--- src/rtl/mem_ctrl_pkg.sv ---
// Shared widths, state encoding, size codes and load-extension helper for mem_ctrl.
package mem_ctrl_pkg;

   localparam int unsigned DATA_WIDTH     = 32;
   localparam int unsigned RAM_DATA_WIDTH = 8;

   typedef enum logic [1:0] {
      MEM_IDLE  = 2'd0,
      MEM_READ  = 2'd1,
      MEM_WRITE = 2'd2
   } mem_state_e;

   localparam logic [1:0] SIZE_B = 2'd0;
   localparam logic [1:0] SIZE_H = 2'd1;
   localparam logic [1:0] SIZE_W = 2'd2;

   function automatic logic [2:0] size_bytes(input logic [1:0] size);
      case (size)
         SIZE_B:  return 3'd1;
         SIZE_H:  return 3'd2;
         SIZE_W:  return 3'd4;
         default: return 3'd4;
      endcase
   endfunction

   function automatic logic [DATA_WIDTH-1:0] extend_load(input logic [DATA_WIDTH-1:0] raw,
                                                         input logic [2:0]            nbytes,
                                                         input logic                  sgn);
      logic [DATA_WIDTH-1:0] res;
      case (nbytes)
         3'd1:    res = {{24{sgn & raw[7]}}, raw[7:0]};
         3'd2:    res = {{16{sgn & raw[15]}}, raw[15:0]};
         default: res = raw;
      endcase
      return res;
   endfunction

endpackage

--- src/rtl/mem_ctrl.sv ---
// Byte-serial memory controller: fetch and load/store slots, load/store priority,
// per-byte RAM cycles, assembled and extended read data with a one-cycle ready pulse.
module mem_ctrl
   import mem_ctrl_pkg::*;
(
   input  logic                      clk,
   input  logic                      rst,
   input  logic                      in_rollback,
   input  logic                      in_fetch_ena,
   input  logic [DATA_WIDTH-1:0]     in_fetch_addr,
   output logic                      out_fetch_ready,
   output logic [DATA_WIDTH-1:0]     out_fetch_inst,
   input  logic                      in_ls_ena,
   input  logic                      in_ls_write,
   input  logic [1:0]                in_ls_size,
   input  logic                      in_ls_signed,
   input  logic [DATA_WIDTH-1:0]     in_ls_addr,
   input  logic [DATA_WIDTH-1:0]     in_ls_data,
   output logic                      out_ls_ready,
   output logic [DATA_WIDTH-1:0]     out_ls_data,
   output logic                      out_ram_rw,
   output logic [DATA_WIDTH-1:0]     out_ram_addr,
   output logic [RAM_DATA_WIDTH-1:0] out_ram_dout,
   input  logic [RAM_DATA_WIDTH-1:0] in_ram_din
);

   mem_state_e            state_q;
   logic                  fetch_pend_q;
   logic [DATA_WIDTH-1:0] fetch_addr_q;
   logic                  ls_pend_q, ls_write_q, ls_signed_q;
   logic [1:0]            ls_size_q;
   logic [DATA_WIDTH-1:0] ls_addr_q, ls_data_q;
   logic                  act_ls_q, act_signed_q;
   logic [2:0]            act_n_q, cyc_q;
   logic [DATA_WIDTH-1:0] act_addr_q, act_data_q, rd_data_q;

   logic                  ls_slot_ok, ls_take, ls_req, fetch_req;
   logic                  src_write, src_signed;
   logic [1:0]            src_size;
   logic [DATA_WIDTH-1:0] src_addr, src_data, src_fetch_addr;
   logic [2:0]            edge_n;
   logic [1:0]            rd_lane;
   logic [DATA_WIDTH-1:0] rd_next;

   function automatic logic [DATA_WIDTH-1:0] insert_byte(input logic [DATA_WIDTH-1:0]     word,
                                                         input logic [1:0]                lane,
                                                         input logic [RAM_DATA_WIDTH-1:0] b);
      logic [DATA_WIDTH-1:0] res;
      res = word;
      res[{lane, 3'b000} +: 8] = b;
      return res;
   endfunction

   always_comb begin
      // Rollback voids a pending or incoming load/fetch; stores survive it.
      ls_slot_ok     = ls_pend_q & (ls_write_q | ~in_rollback);
      ls_take        = in_ls_ena & (in_ls_write | ~in_rollback);
      ls_req         = ls_slot_ok | ls_take;
      fetch_req      = ~in_rollback & (fetch_pend_q | in_fetch_ena);
      src_write      = ls_slot_ok ? ls_write_q  : in_ls_write;
      src_signed     = ls_slot_ok ? ls_signed_q : in_ls_signed;
      src_size       = ls_slot_ok ? ls_size_q   : in_ls_size;
      src_addr       = ls_slot_ok ? ls_addr_q   : in_ls_addr;
      src_data       = ls_slot_ok ? ls_data_q   : in_ls_data;
      src_fetch_addr = fetch_pend_q ? fetch_addr_q : in_fetch_addr;
      edge_n         = cyc_q + 3'd1;
      rd_lane        = cyc_q[1:0] - 2'd1;
      rd_next        = insert_byte(rd_data_q, rd_lane, in_ram_din);
   end

   always_ff @(posedge clk or posedge rst) begin
      if (rst) begin
         state_q         <= MEM_IDLE;
         fetch_pend_q    <= 1'b0;
         fetch_addr_q    <= '0;
         ls_pend_q       <= 1'b0;
         ls_write_q      <= 1'b0;
         ls_signed_q     <= 1'b0;
         ls_size_q       <= '0;
         ls_addr_q       <= '0;
         ls_data_q       <= '0;
         act_ls_q        <= 1'b0;
         act_signed_q    <= 1'b0;
         act_n_q         <= '0;
         act_addr_q      <= '0;
         act_data_q      <= '0;
         cyc_q           <= '0;
         rd_data_q       <= '0;
         out_fetch_ready <= 1'b0;
         out_fetch_inst  <= '0;
         out_ls_ready    <= 1'b0;
         out_ls_data     <= '0;
         out_ram_rw      <= 1'b0;
         out_ram_addr    <= '0;
         out_ram_dout    <= '0;
      end else begin
         out_fetch_ready <= 1'b0;
         out_ls_ready    <= 1'b0;

         if (in_rollback) begin
            fetch_pend_q <= 1'b0;
         end else if (in_fetch_ena) begin
            fetch_pend_q <= 1'b1;
            fetch_addr_q <= in_fetch_addr;
         end

         if (ls_take) begin
            ls_pend_q   <= 1'b1;
            ls_write_q  <= in_ls_write;
            ls_signed_q <= in_ls_signed;
            ls_size_q   <= in_ls_size;
            ls_addr_q   <= in_ls_addr;
            ls_data_q   <= in_ls_data;
         end else if (in_rollback && !ls_write_q) begin
            ls_pend_q <= 1'b0;
         end

         case (state_q)
            MEM_IDLE: begin
               if (ls_req) begin
                  ls_pend_q    <= 1'b0;
                  act_ls_q     <= 1'b1;
                  act_signed_q <= src_signed;
                  act_n_q      <= size_bytes(src_size);
                  act_addr_q   <= src_addr;
                  act_data_q   <= src_data;
                  cyc_q        <= '0;
                  rd_data_q    <= '0;
                  out_ram_addr <= src_addr;
                  if (src_write) begin
                     state_q      <= MEM_WRITE;
                     out_ram_rw   <= 1'b1;
                     out_ram_dout <= src_data[7:0];
                  end else begin
                     state_q <= MEM_READ;
                  end
               end else if (fetch_req) begin
                  fetch_pend_q <= 1'b0;
                  act_ls_q     <= 1'b0;
                  act_signed_q <= 1'b0;
                  act_n_q      <= 3'd4;
                  act_addr_q   <= src_fetch_addr;
                  act_data_q   <= '0;
                  cyc_q        <= '0;
                  rd_data_q    <= '0;
                  out_ram_addr <= src_fetch_addr;
                  state_q      <= MEM_READ;
               end
            end
            MEM_READ: begin
               if (in_rollback) begin
                  state_q <= MEM_IDLE;
               end else begin
                  // Addresses lead captured bytes by two edges.
                  cyc_q <= edge_n;
                  if (edge_n < act_n_q) out_ram_addr <= act_addr_q + {29'd0, edge_n};
                  if (edge_n >= 3'd2) rd_data_q <= rd_next;
                  if (edge_n == act_n_q + 3'd1) begin
                     state_q <= MEM_IDLE;
                     if (act_ls_q) begin
                        out_ls_ready <= 1'b1;
                        out_ls_data  <= extend_load(rd_next, act_n_q, act_signed_q);
                     end else begin
                        out_fetch_ready <= 1'b1;
                        out_fetch_inst  <= rd_next;
                     end
                  end
               end
            end
            MEM_WRITE: begin
               cyc_q <= edge_n;
               if (edge_n < act_n_q) begin
                  out_ram_addr <= act_addr_q + {29'd0, edge_n};
                  out_ram_dout <= act_data_q[{edge_n[1:0], 3'b000} +: 8];
               end else begin
                  out_ram_rw   <= 1'b0;
                  out_ls_ready <= 1'b1;
                  state_q      <= MEM_IDLE;
               end
            end
            default: state_q <= MEM_IDLE;
         endcase
      end
   end

endmodule

--- config.mk ---
export PLATFORM = sky130hd
export DESIGN_NAME = mem_ctrl
export DESIGN_NICKNAME = d
export VERILOG_FILES = /design/src/rtl/mem_ctrl_pkg.sv /design/src/rtl/mem_ctrl.sv
export SDC_FILE = /design/constraint.sdc
export NUM_CORES = 1
export LEC_CHECK = 0
export CORE_ASPECT_RATIO = 0.9
export CORE_MARGIN = 4
export CORE_UTILIZATION = 30
export CTS_CLUSTER_DIAMETER = 100
export CTS_CLUSTER_SIZE = 28
export DETAILED_ROUTE_END_ITERATION = 10
export HOLD_SLACK_MARGIN = 0.08
export MAX_ROUTING_LAYER = met4
export SYNTH_ARGS = -nofsm -noshare
export SYNTH_HDL_FRONTEND = slang
export SYNTH_SLANG_ARGS = --single-unit
--- constraint.sdc ---
create_clock -name clk -period 13.2 [get_ports clk]
set_input_delay 2.64 -clock clk [delete_from_list [all_inputs] [get_ports clk]]
set_output_delay 2.64 -clock clk [all_outputs]
set_load 0.01 [all_outputs]
==> out/metrics.csv <==
stage,metric,value,unit
placed_design,PortBufs,219,
clock_network,# clock sinks,315,
final_layout,proportion of layout cells with a drive suffix above 1,7.602,%
timing,Tmin final,5281,ps
floorplan,die width,244.6,microns
global_routing,first-pass GRT wire length,71620,microns
yosys,Mapped Nets,1686,
final_layout,Area Growth Syn to Fin,21.23,%
placed_design,final HPWL from detailed placement,33220,microns
routing,Pre-Repair DR Iteration Count,5,
status,status,completed,
yosys,syn_area_per_cell,9.718,sq um
worst_setup_path,CP top delay family,simple AND/OR/NAND/NOR gates,
yosys,ys async rst share,100.0,%
clock_network,Post-CTS Hold Fix Bufs,0,
yosys,cell count after synthesis,1555,
yosys,synth cell count leaders,"315 x dfrtp_1, 309 x nand2_1, 138 x o21ai_0",
routing,Via density,5.085,
worst_setup_path,Critical Path Fanout Max,26,
timing,Final Skew,33.06,ps
worst_setup_path,Reg2Reg Setup Slack,9350,ps
floorplan,FP Rows,77,
routing,Post-DRT Antenna Nets,0,
yosys,post-synth cell types,67,
yosys,Synth Register Bits,315,
hold_path,Hold Crit Depth,2,
yosys,ys flop type,dfrtp_1,
timing,Max Slew Vio Count,0,
clock_network,PostCTS Resize Cnt,0,
worst_setup_path,"Buf+Inv Stages, Crit Path",2,
yosys,most common cell in the netlist,dfrtp_1,
clock_network,clk buf depth,3,
timing,Peak Freq,189.4,MHz
worst_setup_path,critical path class,in2reg,
final_layout,Multi-input gate area,6691,sq um
pwr,Leakage,7.918,nW
timing,RSZ-0062 raised after global routing,false,
timing,Tcrit/Tclk final,40.01,%
yosys,"top cells by area, synth","dfrtp_1 52%, nand2_1 7.7%, o21ai_0 4.6%",
worst_setup_path,slowest CP cell,nor2b_1,
clock_network,CTS tree,built,
yosys,Synth area leader,dfrtp_1,
worst_setup_path,worst path cell trace,"clkdlybuf4s50_1, nor2b_1, nor2_2, buf_4, a211oi_1, o311ai_0, o21a_1",
run,MaxCap Viol Count,0,
worst_setup_path,CP Capture Type,register,
clock_network,CTS root buffer,clkbuf_16,
global_routing,largest net degree at the start of global routing,153,
timing,Worst Max-Slew Pin Slew,1153,ps
final_layout,register area,7884,sq um
floorplan,core area,49520,sq um
timing,final setup fails,0,
final_layout,Fill cells,5007,
timing,Fin. Hold Viols,0,
timing,setup_tns,0,ps
floorplan,Die Height,220.9,microns
yosys,"Cell Area, Synth",15110,sq um
final_layout,final core occ,37.00,%
global_routing,total track usage,16.96,%
pwr,PwrDens,200.3,nW/um^2
global_routing,number of global-route vias before repair,11730,
yosys,Synth warnings,0,
yosys,sequential share of the synthesized area,52.16,%
floorplan,Ports,220,
clock_network,clock-pin slew on the worst setup and hold paths,110,ps
global_routing,initial antenna violation count,3,
routing,WL per Instance,19.30,microns
routing,Initial DRC Count,1012,
routing,Vias,12120,
yosys,"EDFF count, synth",0,
clock_network,number of H-tree levels,1,
final_layout,Layout Nets,1837,
worst_setup_path,Slowest Stage Delay on Critical Path,940,ps
clock_network,total CTS buffers,15,
clock_network,worst skew pair latency,540,ps
placed_design,gpl congestion,0.8549,
floorplan,Initial Util,30.52,%
yosys,post-synth top area share,52.16,%
global_routing,grt ovf,0,
timing,slew margin rel.,22.96,%
routing,drc violations,0,
routing,WL final,46000,microns
clock_network,post-CTS setup buffers,0,
worst_setup_path,FF-to-FF path depth,11,
worst_setup_path,Worst Path Arrival,5720,ps
floorplan,die footprint,54030,sq um
worst_setup_path,CP required,13640,ps
worst_setup_path,cell depth of the worst setup path,7,
hold_path,Worst Hold Class,reg2reg,
worst_setup_path,Worst setup SP type,primary input,
pwr,Max IR drop VDD,0.1219,mV
-- worst paths after layout --
path	start	endpoint
min in group asynchronous	rst	out_ls_data[11]$_DFFE_PP0P_
hold / removal	ls_data_q[20]$_DFFE_PP0P_	ls_data_q[20]$_DFFE_PP0P_
setup / recovery	in_rollback	act_addr_q[20]$_DFFE_PP0P_
hold reg to reg	ls_data_q[20]$_DFFE_PP0P_	ls_data_q[20]$_DFFE_PP0P_
setup reg to reg	cyc_q[1]$_DFFE_PP0P_	out_ram_addr[22]$_DFFE_PP0P_
max in group asynchronous	rst	act_data_q[9]$_DFFE_PP0P_
-- stage by stage --
step                worst slack, ps  hold WS, ps  instances  instance area [sq um]  power [mW]
floorplan                      1845        437.9       1555                  15110       2.479
global placement               7567        450.7       2360                  17900       3.130
detailed placement             7356        457.7       2360                  17900       3.164
CTS                            7968        482.8       2381                  18310       3.707
global route                   7700        499.2       2384                  18320       3.927
finish                         7919        482.1       2384                  18320       3.670
-- worst register-to-register path, delay by kind of cell, from the launching register on --
family          cells  cell delay [ps]
simple gates        2              630
compound gates      2              740
buf+inv             4              990
fa+ha+maj           2              770
xor+xnor            1              110
flops               1              490
-- routing by layer --
layer	part of all wire, %	global-route usage [%]	vias up
met5	0	-	-
met4	2.2	3.901	0
met3	6.4	3.074	44
met2	44	24.60	382
met1	48	24.75	5963
li1	-	-	5734
-- kinds of logic after synthesis --
group           share of synthesized area, %
buf+inv                                3.759
xor+xnor                               1.507
simple gates                           16.59
compound gates                         15.92
fa+ha+maj                              1.540
mux                                    8.520
flops                                  52.16
-- where the power goes --
part,switching (mW),internal [mW]
logic,0.930,0.720
clock network,0.321,0.215
registers,0.235,1.25
-- layout by cell type, fill, tap and decap left out, types with 9 or more instances in the layout --
cell type / n
a21oi_1: 86
a221o_1: 10
a22o_1: 12
a22oi_1: 9
a31oi_1: 9
and3_1: 13
buf_4: 18
clkbuf_16: 15
clkdlybuf4s50_1: 218
dfrtp_1: 314
ha_1: 17
inv_1: 34
mux2_2: 61
mux2i_1: 42
nand2_1: 308
nand3_1: 50
nor2_1: 95
nor2b_1: 34
nor3_1: 20
nor4_1: 10
o211ai_1: 21
o21a_1: 12
o21ai_0: 138
o22a_1: 16
xnor2_1: 11
xor2_1: 15
-- cell type report --
| cell class | instances | area share [%] |
|---|---|---|
| multi-input cells | 1101 | 36.53 |
| well taps | 671 | 4.583 |
| flip-flops and latches | 315 | 43.03 |
| inverters | 35 | 0.7581 |
| diodes | 3 | 0.04098 |
| clock inverters | 4 | 0.1844 |
| repair buffers | 238 | 12.79 |
| clock buffers | 17 | 2.090 |
(Power assumes the default switching activity.)
